`src/rtl/plot_receiver_pkg.sv`:
```
// plot_receiver_pkg
// Shared definitions for the pixel-plot receiver: screen geometry defaults,
// framebuffer widths, FSM state encoding, the buffered plot-entry layout and
// the coordinate-to-address helper.
// Configuration: PLOT_RECV_STATS_EN (see plot_receiver.sv) adds statistics
// counters to the top level; nothing in this package depends on it.
package plot_receiver_pkg;

    localparam int SCREEN_W_DEFAULT = 320;
    localparam int SCREEN_H_DEFAULT = 240;
    localparam int FB_ADDR_W        = 17;
    localparam int COLOUR_W         = 3;

    localparam logic [1:0] S_RUN_ENC   = 2'd0;
    localparam logic [1:0] S_DRAIN_ENC = 2'd1;
    localparam logic [1:0] S_DONE_ENC  = 2'd2;

    typedef enum logic [1:0] {
        S_RUN   = S_RUN_ENC,
        S_DRAIN = S_DRAIN_ENC,
        S_DONE  = S_DONE_ENC
    } state_e;

    typedef struct packed {
        logic [FB_ADDR_W-1:0] addr;
        logic [COLOUR_W-1:0]  colour;
    } plot_entry_t;

    // y*320 + x built from two shifts so no multiplier is inferred; this
    // ties the address layout to a 320-pixel line pitch.
    function automatic logic [FB_ADDR_W-1:0] pixel_addr(input logic [8:0] x,
                                                        input logic [7:0] y);
        logic [FB_ADDR_W-1:0] yWide;
        logic [FB_ADDR_W-1:0] xWide;
        yWide = {9'd0, y};
        xWide = {8'd0, x};
        return (yWide << 8) + (yWide << 6) + xWide;
    endfunction

endpackage

```
`src/rtl/plot_receiver_fifo.sv`:
```
// plot_fifo
// Synchronous FIFO used to buffer plot entries in front of the framebuffer.
// Ports:
//   clk_i, reset_i  clock and asynchronous active-high reset
//   push_i, data_i  write an entry (caller guarantees not full)
//   pop_i           discard the head entry (caller guarantees not empty)
//   data_o          head entry, read combinationally from storage registers
//   full_o, empty_o occupancy flags
//   count_o         number of stored entries (0..DEPTH)
// DEPTH must be a power of two and at least 2 so the pointers wrap naturally.
module plot_fifo #(
    parameter int WIDTH = 20,
    parameter int DEPTH = 4
) (
    input  logic                     clk_i,
    input  logic                     reset_i,
    input  logic                     push_i,
    input  logic                     pop_i,
    input  logic [WIDTH-1:0]         data_i,
    output logic [WIDTH-1:0]         data_o,
    output logic                     full_o,
    output logic                     empty_o,
    output logic [$clog2(DEPTH):0]   count_o
);

    localparam int PTR_W = $clog2(DEPTH);
    localparam int CNT_W = PTR_W + 1;

    logic [WIDTH-1:0] mem_q [DEPTH];
    logic [PTR_W-1:0] wrPtr_q, wrPtr_d;
    logic [PTR_W-1:0] rdPtr_q, rdPtr_d;
    logic [CNT_W-1:0] count_q, count_d;

    always_comb begin
        wrPtr_d = wrPtr_q;
        rdPtr_d = rdPtr_q;
        count_d = count_q;
        if (push_i) begin
            wrPtr_d = wrPtr_q + PTR_W'(1);
        end
        if (pop_i) begin
            rdPtr_d = rdPtr_q + PTR_W'(1);
        end
        // A simultaneous push and pop leaves the occupancy unchanged.
        case ({push_i, pop_i})
            2'b10:   count_d = count_q + CNT_W'(1);
            2'b01:   count_d = count_q - CNT_W'(1);
            default: count_d = count_q;
        endcase
    end

    // Storage is cleared on reset so the head output reads zero until the
    // first entry arrives.
    always_ff @(posedge clk_i or posedge reset_i) begin
        if (reset_i) begin
            for (int i = 0; i < DEPTH; i++) begin
                mem_q[i] <= '0;
            end
            wrPtr_q <= '0;
            rdPtr_q <= '0;
            count_q <= '0;
        end else begin
            if (push_i) begin
                mem_q[wrPtr_q] <= data_i;
            end
            wrPtr_q <= wrPtr_d;
            rdPtr_q <= rdPtr_d;
            count_q <= count_d;
        end
    end

    assign data_o  = mem_q[rdPtr_q];
    assign full_o  = (count_q == CNT_W'(DEPTH));
    assign empty_o = (count_q == '0);
    assign count_o = count_q;

endmodule

```
`src/rtl/plot_receiver.sv`:
```
// plot_receiver
// Consumer end of the pixel-plot interface. Accepts (x, y, colour) requests,
// clips them to the visible screen, converts them to a linear framebuffer
// address and buffers them in a small FIFO, issuing one write per cycle to
// the video memory whenever the scan-out arbiter leaves the port free.
// Ports:
//   clk, reset          clock and asynchronous active-high reset
//   x, y, colour, plot  plot request (held-level); accepted when plot && ready
//   ready               request may be accepted at the next edge
//   flush, flush_done   drain request and one-cycle completion pulse
//   mem_busy            memory port unavailable this cycle
//   mem_addr, mem_data  head entry address/colour, stable while stalled
//   mem_we              write strobe; the write occurs at the next edge
// Configuration: defining PLOT_RECV_STATS_EN adds plot_count (accepted
// requests) and clip_count (dropped requests), 16-bit saturating counters.
module plot_receiver
    import plot_receiver_pkg::*;
#(
    parameter int SCREEN_W   = SCREEN_W_DEFAULT,
    parameter int SCREEN_H   = SCREEN_H_DEFAULT,
    parameter int FIFO_DEPTH = 4
) (
    input  logic                 clk,
    input  logic                 reset,
    input  logic [8:0]           x,
    input  logic [7:0]           y,
    input  logic [COLOUR_W-1:0]  colour,
    input  logic                 plot,
    output logic                 ready,
    input  logic                 flush,
    output logic                 flush_done,
    input  logic                 mem_busy,
    output logic [FB_ADDR_W-1:0] mem_addr,
    output logic [COLOUR_W-1:0]  mem_data,
    output logic                 mem_we
`ifdef PLOT_RECV_STATS_EN
    ,
    output logic [15:0]          plot_count,
    output logic [15:0]          clip_count
`endif
);

    localparam int CNT_W = $clog2(FIFO_DEPTH) + 1;
    localparam logic [8:0] SCREEN_W_V = 9'(SCREEN_W);
    localparam logic [8:0] SCREEN_H_V = 9'(SCREEN_H);

    state_e      state_q, state_d;
    logic        s1Valid_q, s1Valid_d;
    logic        s1Clip_q, s1Clip_d;
    plot_entry_t s1Entry_q, s1Entry_d;

    logic             accept;
    logic             fifoPush, fifoPop, fifoFull, fifoEmpty;
    logic [CNT_W-1:0] fifoCount;
    logic [CNT_W-1:0] occupancy;
    plot_entry_t      fifoHead;

    // Counting the stage-1 entry as occupied means a request accepted now
    // always finds a FIFO slot, whether or not it is later clipped.
    assign occupancy = fifoCount + CNT_W'(s1Valid_q);
    assign ready     = !reset && (state_q == S_RUN) && !fifoFull
                       && (occupancy < CNT_W'(FIFO_DEPTH));
    assign accept    = plot && ready;

    always_comb begin
        s1Valid_d = accept;
        s1Clip_d  = s1Clip_q;
        s1Entry_d = s1Entry_q;
        if (accept) begin
            s1Clip_d         = (x >= SCREEN_W_V) || ({1'b0, y} >= SCREEN_H_V);
            s1Entry_d.addr   = pixel_addr(x, y);
            s1Entry_d.colour = colour;
        end
    end

    always_ff @(posedge clk or posedge reset) begin
        if (reset) begin
            s1Valid_q <= 1'b0;
            s1Clip_q  <= 1'b0;
            s1Entry_q <= '0;
        end else begin
            s1Valid_q <= s1Valid_d;
            s1Clip_q  <= s1Clip_d;
            s1Entry_q <= s1Entry_d;
        end
    end

    assign fifoPush = s1Valid_q && !s1Clip_q;
    assign fifoPop  = !fifoEmpty && !mem_busy;

    plot_fifo #(
        .WIDTH ($bits(plot_entry_t)),
        .DEPTH (FIFO_DEPTH)
    ) u_fifo (
        .clk_i   (clk),
        .reset_i (reset),
        .push_i  (fifoPush),
        .pop_i   (fifoPop),
        .data_i  (s1Entry_q),
        .data_o  (fifoHead),
        .full_o  (fifoFull),
        .empty_o (fifoEmpty),
        .count_o (fifoCount)
    );

    // The head comes straight from FIFO registers, so address and data stay
    // put while stalled; the strobe is the pop itself, which the async FIFO
    // reset forces low the moment reset asserts.
    assign mem_addr = fifoHead.addr;
    assign mem_data = fifoHead.colour;
    assign mem_we   = fifoPop;

    always_comb begin
        state_d    = state_q;
        flush_done = 1'b0;
        case (state_q)
            S_RUN: begin
                if (flush) begin
                    state_d = S_DRAIN;
                end
            end
            S_DRAIN: begin
                if (!s1Valid_q && fifoEmpty) begin
                    state_d = S_DONE;
                end
            end
            S_DONE: begin
                flush_done = 1'b1;
                state_d    = S_RUN;
            end
            default: state_d = S_RUN;
        endcase
    end

    always_ff @(posedge clk or posedge reset) begin
        if (reset) begin
            state_q <= S_RUN;
        end else begin
            state_q <= state_d;
        end
    end

`ifdef PLOT_RECV_STATS_EN
    logic [15:0] plotCnt_q, plotCnt_d;
    logic [15:0] clipCnt_q, clipCnt_d;

    // Counters clear on the edge that ends the S_DONE cycle, after the host
    // has had the chance to sample them alongside flush_done.
    always_comb begin
        plotCnt_d = plotCnt_q;
        clipCnt_d = clipCnt_q;
        if (state_q == S_DONE) begin
            plotCnt_d = '0;
            clipCnt_d = '0;
        end else begin
            if (accept && (plotCnt_q != 16'hFFFF)) begin
                plotCnt_d = plotCnt_q + 16'd1;
            end
            if (s1Valid_q && s1Clip_q && (clipCnt_q != 16'hFFFF)) begin
                clipCnt_d = clipCnt_q + 16'd1;
            end
        end
    end

    always_ff @(posedge clk or posedge reset) begin
        if (reset) begin
            plotCnt_q <= '0;
            clipCnt_q <= '0;
        end else begin
            plotCnt_q <= plotCnt_d;
            clipCnt_q <= clipCnt_d;
        end
    end

    assign plot_count = plotCnt_q;
    assign clip_count = clipCnt_q;
`endif

endmodule

```
`config.mk`:
```
export PLATFORM = sky130hd
export DESIGN_NAME = plot_receiver
export DESIGN_NICKNAME = d
export VERILOG_FILES = /design/src/rtl/plot_receiver_pkg.sv /design/src/rtl/plot_receiver_fifo.sv /design/src/rtl/plot_receiver.sv
export SDC_FILE = /design/constraint.sdc
export NUM_CORES = 1
export LEC_CHECK = 0
export ABC_AREA = 1
export CORE_MARGIN = 3
export CORE_UTILIZATION = 33
export DETAILED_ROUTE_END_ITERATION = 8
export MAX_ROUTING_LAYER = met4
export PLACE_DENSITY = 0.57
export SLEW_MARGIN = 10
export SYNTH_ARGS = -nofsm -noshare
export SYNTH_HDL_FRONTEND = slang
export SYNTH_HIERARCHICAL = 1
export SYNTH_SLANG_ARGS = --single-unit
```
`constraint.sdc`:
```
create_clock -name clk -period 7.6 [get_ports clk]
set_input_delay 1.52 -clock clk [delete_from_list [all_inputs] [get_ports clk]]
set_output_delay 1.52 -clock clk [all_outputs]
set_load 0.05 [all_outputs]
```
Yosys cells after proc, flatten, opt, wreduce, memory -nomap -nowiden
Index checks and enable logic that the tools add are counted.
{ "classes": {"reduce_logical": 19, "n_eq_ne": 7, "n_bitwise": 2, "order_cmp": 6, "add_sub_neg": 7, "muxes": 11} }
{ "ops": {"columns": ["cell", "n"], "rows": [
  ["bitwise mux 80 bit", 1],
  ["2-to-1 mux 20 bit", 3],
  ["binary-select mux 20 bit (select 2 bit)", 1],
  ["demux 20 bit (select 2 bit)", 1],
  ["adder 16 x 14 -> 17 bit", 1],
  ["adder 17 x 9 -> 17 bit", 1],
  ["greater-or-equal comparator 9 bit, second input constant", 1],
  ["greater-or-equal comparator 8 bit, second input constant", 1],
  ["logical AND 1 bit", 8],
  ["greater-or-equal comparator 3 bit, second input constant", 2],
  ["logical NOT 1 bit", 6],
  ["inverter 2 -> 3 bit", 2],
  ["one-hot mux 3 bit (2 select lines)", 1],
  ["adder 2 x 1 -> 2 bit, second input constant", 2],
  ["equality test 2 x 1 -> 1 bit, second input constant", 2],
  ["equality test 2 bit, second input constant", 2],
  ["2-to-1 mux 2 bit", 2],
  ["inequality test 2 bit, second input constant", 2],
  ["one-hot mux 2 bit (2 select lines)", 1],
  ["adder 3 x 1 -> 3 bit", 1],
  ["adder 3 x 1 -> 3 bit, second input constant", 1],
  ["equality test 3 bit, second input constant", 1],
  ["logical NOT 3 bit", 1],
  ["< comparator 3 x 1 -> 1 bit, second input constant", 1],
  ["7 further kinds", 7]
]} }
{ "word_totals": {"register_bits": 111, "output_inout_bits": 23, "elab_cells": 64} }

Depth between registers and ports, before layout
Gate-level depths: netlist of run 1.
{ "logic_depth": {"word_depth": 6, "depth_mapped": 12, "depth_no_buf": 12} }

Cells and area by module
Netlist of run 1, hierarchy kept.
{ "by_module_without_submodules": {"columns": ["mod", "n_inst", "cells_per_inst", "seq_area_each_um2", "area_per_inst_um2"], "rows": [
  ["plot_fifo", 1, 475, 2177.1, 4322.9],
  ["plot_receiver", 1, 205, 600.6, 1565.3]
]} }

Worst setup path before layout of run 1
OpenSTA, ideal clock, no wires.
{ "synth_timing": {"path_type": "input port to output port", "start": "input port reset", "end": "output port ready", "path_stages": 5, "n_path_buf": 0, "setup_slack_ps": 3456, "arrival_time_ps": 2624, "t_required_ps": 6080, "cell_sequence": "inv_1 -> nand2_1 -> nor2_2 -> nand3_2 -> inv_2"} }
{ "synth_between": {"elab_chain_cells": 4} }
{ "synth_rtl": {"columns": ["element", "line", "rtl"], "rows": [
  ["from (decl)", "plot_receiver.sv:24", "input logic reset,"],
  ["logical NOT 1 bit (no line)", null, null],
  ["logical AND 1 bit (2 in a row)", "plot_receiver.sv:61", "assign ready = !reset && (state_q == S_RUN) && !fifoFull"],
  ["logical AND 1 bit", "plot_receiver.sv:62", "&& (occupancy < CNT_W'(FIFO_DEPTH));"],
  ["to (decl)", "plot_receiver.sv:29", "output logic ready,"]
]} }
No other way between the ends.

Worst setup path after layout of run 1
Ends and elaborated chain as after synthesis.

==> results of run 1 <==
[Yosys cell counts]
master and n:
nand2_1 232, dfrtp_1 111, inv_1 99, o21ai_1 47, o211ai_1 41, o21ai_2 36, buf_6 23, ha_1 20
nand3_1 15, nor2_1 7, o21ai_0 6, nand2_4 5, xor2_1 5, buf_2 4, a21oi_1 3, buf_4 3
clkbuf_8 3, fa_1 3, inv_2 3, nand4_1 3, nor3_1 3, xnor2_1 2, nand3_2 1, nand3b_1 1
nor2_2 1, nor2_4 1, nor4_1 1, or2_2 1
[metrics by stage]
stage | instance area, um^2 | power [uW] | hold WS, ns | setup slack [ns] | utilization (%)
5_1_grt | 6620 | 2970 | 0.496 | 2.41 | 38.1
4_1_cts | 6620 | 2790 | 0.465 | 2.51 | 38.1
3_5_place_dp | 6320 | 2310 | 0.454 | 2.50 | 36.4
6_report | 6620 | 2750 | 0.465 | 2.55 | 38.1
3_3_place_gp | 6320 | 2290 | 0.446 | 2.53 | 36.4
2_1_floorplan | 5890 | 2000 | 0.429 | 3.46 | -
[state kept, by name, indices dropped and copies added, names as in the netlist]
register / flops
u_fifo/count_o: 3
s1Valid_q: 1
state_q: 2
u_fifo/rdPtr_q: 2
u_fifo/mem_q: 80
s1Entry_q: 20
s1Clip_q: 1
u_fifo/wrPtr_q: 2
[where the power goes]
group | switching (uW) | internal (uW) | total [uW]
registers | 164 | 828 | 992
clock network | 201 | 265 | 466
logic | 852 | 439 | 1290
[area by class of cell]
cell class	instances	area (um^2)	area share (%)
clock buffer	13	250	3.78
sequential	111	2780	42.0
multi-input combinational	434	2380	36.1
tap	225	282	4.26
timing repair buffer	50	493	7.45
inverter	102	384	5.81
clock inverter	3	42.5	0.643
[layer usage]
| layer | vias to the layer above | track usage (%) | wire length (um) | part of all wire [%] |
|---|---|---|---|---|
| met3 | 8 | 2.03 | 380 | 3.3 |
| met2 | 62 | 19.4 | 5210 | 45 |
| met1 | 1892 | 17.7 | 5920 | 51 |
| met4 | 0 | 4.23 | 142 | 1.2 |
| li1 | 2220 | - | - | - |
| met5 | - | - | 0 | 0 |
[cell families (layout without fill, tap and decap cells)]
family | count (synthesis) | after routing | synth area share (%)
AO/OA/AOI/OAI | 133 | 133 | 15.3
XOR/XNOR | 7 | 7 | 1.04
adder cells (fa/ha/maj) | 23 | 23 | 5.27
buffers and inverters | 135 | 168 | 12.3
flip-flops | 111 | 111 | 47.2
AND/OR/NAND/NOR | 271 | 271 | 18.8
[worst max-delay path by stage]
stage,from,endpoint,cells after the start
after global routing,reset,ready,8
final,reset,ready,8
after floorplan,reset,ready,5
after global placement,reset,ready,8
after CTS,reset,ready,8
after detailed placement,reset,ready,8
==> flow_summary.yaml, run 1 <==
timing:
  rsz0062_at_grt: "false"
  clock_skew_ns: 0.00540
  min_period_ns: 5.05
  timing_hold_violations_final: 0
  final_count_of_negative_setup_slack_endpoints: 0
  final_max_slew_viol_count: 0
  min_period_over_period_pct: 66.4
  setup_total_negative_slack_ns: 0
  fmax_mhz: 198
  max-slew-margin-rel_pct: 36.2
  tightest_slew_ns: 0.954
cells_and_area:
  finalNetCount: 756
  fillers: 1786
  final_common_cell: "nand2_1"
  fraction_of_final_layout_cells_with_drive_strength_greater_than_1_pct: 9.26
  diodes: 0
  final_cells: 938
  most-common-layout-cells: "232 x nand2_1, 110 x dfrtp_1, 98 x inv_1"
  layout-area-overhead-vs-synth_pct: 12.3
worst_setup_path:
  ordered_cell_list_for_the_critical_path: "clkdlybuf4s50_1, inv_1, buf_4, nand2_1, nor2_2, nand3_2, inv_2, clkdlybuf4s50_1"
  path_class: "input pin to primary output"
  ff2ff_path_depth: 7
  timing.critical_path.from_type: "input pin"
  cp-end-kind: "primary output"
  critical_path.reg2reg.startpoint: "s1Valid_q"
  critical_path.max_stage_delay_ns: 0.80
  timing.critical_path.slowest_stage_cell: "clkdlybuf4s50_1"
  critical_path.top_delay_family: "buffers and inverters"
  critical_path.n_buffers_inverters: 5
  timing.critical_path.mode_cell: "clkdlybuf4s50_1"
  reg2reg_setup_slack_ns: 5.31
  reg2reg_to: "u_fifo/count_o[1]"
  critPathMaxFanout: 25
  cp.required_ns: 6.08
  critical_path_arrival_ns: 3.53
drt:
  drtAntennaViolNets: 0
  viasPerCell: 4.46
  drc: 0
  post_drt_wl_per_cell_um: 12.4
  drt_iter0_drc: 249
  drt_wl_total_um: 11700
  drt_first_pass_iters: 4
  vias_after_detailed_routing: 4182
placed_design:
  port_buffers: 47
  place.gp.congestion: 0.761
  detailedPlacementHpwl_um: 7770
  placedCellCount: 922
global_routing:
  grt_antenna_before_repair: 0
  grt_pass1_wl_um: 19800
  grt-ovfl-total: 0
  track_usage_pct: 12.8
  largest_net_degree_at_the_start_of_global_routing: 83
  grt_pass1_vias: 3984
cts:
  clock_insertion_delay_worst_skew_ns: 0.34
  htree_num_levels: 3
  clock_tree_from_tritoncts: "yes"
  clock_path_buffers: 2
  cts.repair_timing.setup_buffer_count: 0
  clock-sinks: 111
  post_cts.resized_instances: 0
  clk_pin_slew_ns: 0.07
  cts_made_buffers: 9
  cts-hold-fix-buffers: 0
  cts_root_buffer: "clkbuf_16"
min_path:
  cell_depth_of_the_worst_min_delay_path: 1
  beginning_of_the_worst_hold_path: "state_q[1]"
  type_of_the_most_critical_hold_path: "flop to flop"
  hold_path_end: "state_q[1]"
yosys:
  synth_cell_types: 28
  synth_top_cell_by_area: "dfrtp_1"
  post_synth_instance_area_um2: 5890
  post_synthesis_average_cell_area_um2: 8.66
  synth-seq-area-share_pct: 47.2
  post_synth_inst_count: 680
  synth_seq_cells: 111
  synth_top_area_share_pct: 47.2
  yosys_warnings: 6
  synth_area_leaders: "dfrtp_1 47%, nand2_1 15%, inv_1 6.3%"
  mappedNetlistNets: 728
pwr:
  max-vdd-ir-drop_mv: 0.190
  leakage_uw: 0.00325
  power.density_nw_per_um2: 415
floorplan:
  placement_rows: 48
  die-area_um2: 19500
  die_h_um: 140
  floorplan.initialDensity_pct: 33.9
  fp.coreArea_um2: 17400
  die_w_um: 140
  pin_count: 48
flow_run:
  drv_cap: 0
status:
  run_status: "completed"
Power figures use the tool's default switching activity.
==> run 2: changes to the inputs <==
--- a/config.mk
+++ b/config.mk
@@ -10,7 +10,7 @@
 export CORE_UTILIZATION = 33
 export DETAILED_ROUTE_END_ITERATION = 8
 export MAX_ROUTING_LAYER = met4
-export PLACE_DENSITY = 0.57
+export PLACE_DENSITY = 0.59
 export SLEW_MARGIN = 10
 export SYNTH_ARGS = -nofsm -noshare
 export SYNTH_HDL_FRONTEND = slang
==> constraint.sdc (replaced) <==
create_clock -name clk -period 4.2 [get_ports clk]
set_input_delay 0.84 -clock clk [delete_from_list [all_inputs] [get_ports clk]]
set_output_delay 0.84 -clock clk [all_outputs]
set_load 0.05 [all_outputs]
==> run 2 against run 1 <==
Against the previous run: sequential share of layout area down 0.37 points; first-iteration DRC count is 4.8% higher; die area did not move; worst setup slack got worse by 1.7 ns; critical endpoint is now mem_addr[11]; highest routed layer unchanged.
==> flow_summary.yaml, run 2 (synthesis gave the netlist of run 1 again) <==
timing:
  fmax_mhz: 296
  final_count_of_negative_setup_slack_endpoints: 0
  final_max_slew_viol_count: 0
  timing_hold_violations_final: 0
  max-slew-margin-rel_pct: 32.6
  setup_total_negative_slack_ns: 0
  min_period_over_period_pct: 80.4
  tightest_slew_ns: 1.01
  rsz0062_at_grt: "false"
  min_period_ns: 3.38
  clock_skew_ns: 0.00481
  final.hold.worst_slack_ns: 0.450
cells_and_area:
  layout-area-overhead-vs-synth_pct: 13.3
  finalNetCount: 757
  register_with_the_most_flip_flops: "u_fifo/mem_q"
  final_std_cell_area_no_fill_um2: 6670
  fraction_of_final_layout_cells_with_drive_strength_greater_than_1_pct: 9.80
  most-common-layout-cells: "232 x nand2_1, 110 x dfrtp_1, 98 x inv_1"
  diodes: 0
  final_common_cell: "nand2_1"
  number_of_flip_flops_under_the_largest_register_name: 80
  layout_utilization_pct: 38.5
cts:
  clock-sinks: 111
  clk_pin_slew_ns: 0.07
  clock_tree_from_tritoncts: "yes"
  cts_made_buffers: 9
  post_cts.resized_instances: 0
  clock_insertion_delay_worst_skew_ns: 0.34
  clock_path_buffers: 2
  htree_num_levels: 3
  cts_root_buffer: "clkbuf_16"
  cts-hold-fix-buffers: 0
  cts.repair_timing.setup_buffer_count: 0
worst_setup_path:
  cp.required_ns: 3.36
  ff2ff_path_depth: 7
  timing.critical_path.slowest_stage_cell: "clkdlybuf4s50_1"
  path_class: "flop to primary output"
  ordered_cell_list_for_the_critical_path: "buf_12, o211ai_1, nand2_1, clkdlybuf4s50_1"
  timing.critical_path.from_type: "flop"
  critical_path.top_delay_family: "buffers and inverters"
  critPathMaxFanout: 48
  worstSetupPathDepth: 4
  critical_path.max_stage_delay_ns: 0.81
  critical_path.n_buffers_inverters: 2
  critical_path_arrival_ns: 2.54
  cp-end-kind: "primary output"
drt:
  drt_iter0_drc: 261
  drc: 0
  drt_first_pass_iters: 4
  vias_after_detailed_routing: 4257
  viasPerCell: 4.53
  drt_wl_total_um: 12000
  drtAntennaViolNets: 0
  post_drt_wl_per_cell_um: 12.7
pwr:
  power.density_nw_per_um2: 758
  leakage_uw: 0.00328
  max-vdd-ir-drop_mv: 0.273
global_routing:
  grt_pass1_wl_um: 20200
  grt_antenna_before_repair: 0
  grt_pass1_vias: 3986
  largest_net_degree_at_the_start_of_global_routing: 49
  track_usage_pct: 13.0
  grt-ovfl-total: 0
floorplan:
  floorplan.initialDensity_pct: 33.9
  die_h_um: 140
  fp.coreArea_um2: 17400
  placement_rows: 48
  die_w_um: 140
  die-area_um2: 19500
  pin_count: 48
placed_design:
  placed_cell_area_um2: 6360
  port_buffers: 47
  detailedPlacementHpwl_um: 8000
  place.gp.congestion: 0.760
min_path:
  type_of_the_most_critical_hold_path: "flop to flop"
  cell_depth_of_the_worst_min_delay_path: 1
flow_run:
  drv_cap: 0
status:
  run_status: "completed"
-- run 2: cell count changes in the layout (fill, tap and decap cells not counted) --
cell	before	now
clkdlybuf4s50_1	47	46
clkinvlp_4	1	0
inv_6	0	1
clkinv_4	0	1
buf_4	3	2
clkbuf_1	3	1
buf_12	0	3
clkbuf_8	1	2
-- run 2: routing by layer --
layer,share of wire [%],GRT usage (%),wire [um],up-vias
met5,0,-,0,-
met4,1.1,3.52,129,0
met3,2.9,2.23,343,8
met2,45,20.0,5420,46
met1,51,17.9,6070,1977
li1,-,-,-,2226
-- run 2: per-stage QoR --
step	setup WS, ns	power, uW	std cells
floorplan	1.11	3620	680
global placement	1.03	4200	923
detailed placement	0.975	4230	923
CTS	0.740	5130	939
global route	0.633	5460	939
finish	0.822	5060	939
-- run 2: final cells by class --
| type | instances | area [um^2] |
|---|---|---|
| clock buffers | 12 | 256 |
| clock inverters | 4 | 52.6 |
| fillers | 1799 | 10700 |
| inverters | 102 | 384 |
| multi-input cells | 434 | 2380 |
| flip-flops and latches | 111 | 2780 |
| well taps | 225 | 282 |
| repair buffers | 51 | 536 |
-- run 2: worst paths after layout --
| kind | from | end | slack (ns) |
|---|---|---|---|
| hold / removal | state_q[1] | state_q[1] | 0.45 |
| max in group asynchronous | reset | u_fifo/mem_q[58] | 2.51 |
| hold reg to reg | state_q[1] | state_q[1] | 0.45 |
| min in group asynchronous | reset | state_q[1] | 0.92 |
| setup reg to reg | s1Valid_q | u_fifo/count_o[1] | 1.85 |
| setup / recovery | u_fifo/rdPtr_q[0] | mem_addr[11] | 0.82 |
-- run 2: where the power goes --
part           internal, uW  switching (uW)
sequential             1500             319
clock                   498             376
combinational           820            1550
total                  2820            2240
==> run 3: changes to the inputs <==
==> constraint.sdc (replaced) <==
create_clock -name clk -period 2.7 [get_ports clk]
set_input_delay 0.54 -clock clk [delete_from_list [all_inputs] [get_ports clk]]
set_output_delay 0.54 -clock clk [all_outputs]
set_load 0.05 [all_outputs]
==> run 3 against run 2 <==
Against the previous run: combinational power increased by 86%; register-to-register slack lost 0.91 ns; critical path type is now input pin to flop; sequential power up 52%; via count grew 1.7%; largest power group unchanged; routed wire length shrank 1.2%; sequential share of layout area is 1.6 points lower; worst setup slack got worse by 0.50 ns; die area is the same; critical endpoint is now s1Entry_q[16]; clock power rose by 43%.
==> flow_summary.yaml, run 3 (synthesis gave the netlist of run 1 again) <==
status:
  run_status: "completed"
worst_setup_path:
  cp-end-kind: "flop"
  critical_path_arrival_ns: 2.62
  ff2ff_path_depth: 11
  timing.critical_path.mode_cell: "nand2_1"
  cp.required_ns: 2.94
  critPathMaxFanout: 3
  critical_path.max_stage_delay_ns: 0.53
  timing.critical_path.from_type: "input pin"
  critical_path.reg2reg.startpoint: "s1Valid_q"
  reg2reg_to: "u_fifo/count_o[2]"
  ordered_cell_list_for_the_critical_path: "clkdlybuf4s50_1, inv_1, fa_1, fa_1, inv_1, nand2_1, nand2_1, nand3_1, nand2_1, nand2_1, nand3_1, nand2_1"
  reg2reg_setup_slack_ns: 0.94
  path_class: "input pin to flop"
  timing.critical_path.slowest_stage_cell: "fa_1"
pwr:
  max-vdd-ir-drop_mv: 0.455
  power.internal_uw: 4820
  p_switching_uw: 3600
  share_comb_of_total_power_pct: 52.3
  leakage_uw: 0.00342
  power_frac_clock_pct: 14.8
  p_seq_share_pct: 32.8
  swShare_pct: 42.7
  power.density_nw_per_um2: 1210
cells_and_area:
  sequential_standard_cell_area_um2: 2780
  fraction_of_final_layout_cells_with_drive_strength_greater_than_1_pct: 13.6
  layout-area-overhead-vs-synth_pct: 17.8
  most-common-layout-cells: "232 x nand2_1, 110 x dfrtp_1, 98 x inv_1"
  diodes: 0
  register_with_the_most_flip_flops: "u_fifo/mem_q"
  final_std_cell_area_no_fill_um2: 6940
  final_common_cell: "nand2_1"
  fillers: 1761
  finalNetCount: 766
  number_of_flip_flops_under_the_largest_register_name: 80
  final_cells: 948
  multi_input_comb_area_um2: 2380
timing:
  fmax_mhz: 420
  fin_ws_ns: 0.317
  clock_skew_ns: 0.00549
  final_count_of_negative_setup_slack_endpoints: 0
  final_max_slew_viol_count: 0
  rsz0062_at_grt: "false"
  timing_hold_violations_final: 0
  min_period_ns: 2.38
  min_period_over_period_pct: 88.2
  tightest_slew_ns: 0.530
  final.hold.worst_slack_ns: 0.452
  max-slew-margin-rel_pct: 64.6
placed_design:
  place.gp.congestion: 0.787
  port_buffers: 47
  preCtsSetupSlack_ns: -0.0535
  placedCellCount: 932
  placed_cell_area_um2: 6660
  detailedPlacementHpwl_um: 8220
cts:
  clock-sinks: 111
  cts.repair_timing.setup_buffer_count: 0
  clk_pin_slew_ns: 0.07
  cts_made_buffers: 9
  clock_path_buffers: 2
  htree_num_levels: 3
  cts_root_buffer: "clkbuf_16"
  cts-hold-fix-buffers: 0
  clock_tree_from_tritoncts: "yes"
  post_cts.resized_instances: 0
  clock_insertion_delay_worst_skew_ns: 0.34
drt:
  drt_first_pass_iters: 4
  drt_iter0_drc: 281
  viasPerCell: 4.57
  post_drt_wl_per_cell_um: 12.5
  drc: 0
  vias_after_detailed_routing: 4328
  drtAntennaViolNets: 0
  drt_wl_total_um: 11800
global_routing:
  grt_pass1_wl_um: 20500
  grt_pass1_vias: 4160
  grt-ovfl-total: 0
  grt_antenna_before_repair: 0
  largest_net_degree_at_the_start_of_global_routing: 83
  track_usage_pct: 13.2
floorplan:
  fp.coreArea_um2: 17400
  floorplan.initialDensity_pct: 33.9
  die_h_um: 140
  pin_count: 48
  placement_rows: 48
  die_w_um: 140
  die-area_um2: 19500
min_path:
  type_of_the_most_critical_hold_path: "flop to flop"
  beginning_of_the_worst_hold_path: "state_q[1]"
  hold_path_end: "state_q[1]"
  cell_depth_of_the_worst_min_delay_path: 1
flow_run:
  drv_cap: 0
[run 3: metrics by stage]
step	util, %	setup TNS, ns	power, uW
finish	40.0	0	8420
global route	40.0	0	9080
CTS	40.0	0	8540
detailed placement	38.4	-0.136	7270
global placement	38.4	-0.0471	7220
floorplan	-	0	5640
[run 3: metal layers]
metal,share of wire [%],GRT usage (%),vias to the layer above
li1,-,-,2246
met1,50,17.6,2006
met2,45,20.8,61
met3,2.7,2.13,15
met4,1.8,4.44,0
met5,0,-,-
[run 3: worst max-delay path: cells and delay by family]
family                   cells  cell delay, ns
buffers and inverters        3            0.60
AND/OR/NAND/NOR              7            0.49
adder cells (fa/ha/maj)      2            0.99
[run 3: worst max-delay path by stage]
stage          depth (start not counted)           endpoint  startpoint
6_report                              12      s1Entry_q[16]        y[0]
5_1_grt                               12      s1Entry_q[16]        y[0]
2_1_floorplan                          8  u_fifo/count_o[2]    mem_busy
4_1_cts                               12      s1Entry_q[16]        y[0]
3_5_place_dp                          12      s1Entry_q[16]        y[0]
3_3_place_gp                          12      s1Entry_q[16]        y[0]
[run 3: power by group through the flow]
| stage | combinational, uW | clock (uW) | sequential, uW |
|---|---|---|---|
| 2_1_floorplan | 2990 | 0 | 2640 |
| 3_3_place_gp | 4440 | 0 | 2780 |
| 3_5_place_dp | 4480 | 0 | 2790 |
| 4_1_cts | 4490 | 1290 | 2770 |
| 5_1_grt | 4860 | 1360 | 2860 |
| 6_report | 4410 | 1250 | 2770 |
[run 3: final cells by class]
type	instances	share of cell area [%]
repair buffers	60	11.9
clock buffers	14	3.81
flip-flops and latches	111	40.1
inverters	102	5.57
well taps	225	4.06
multi-input cells	434	34.4
clock inverters	2	0.198
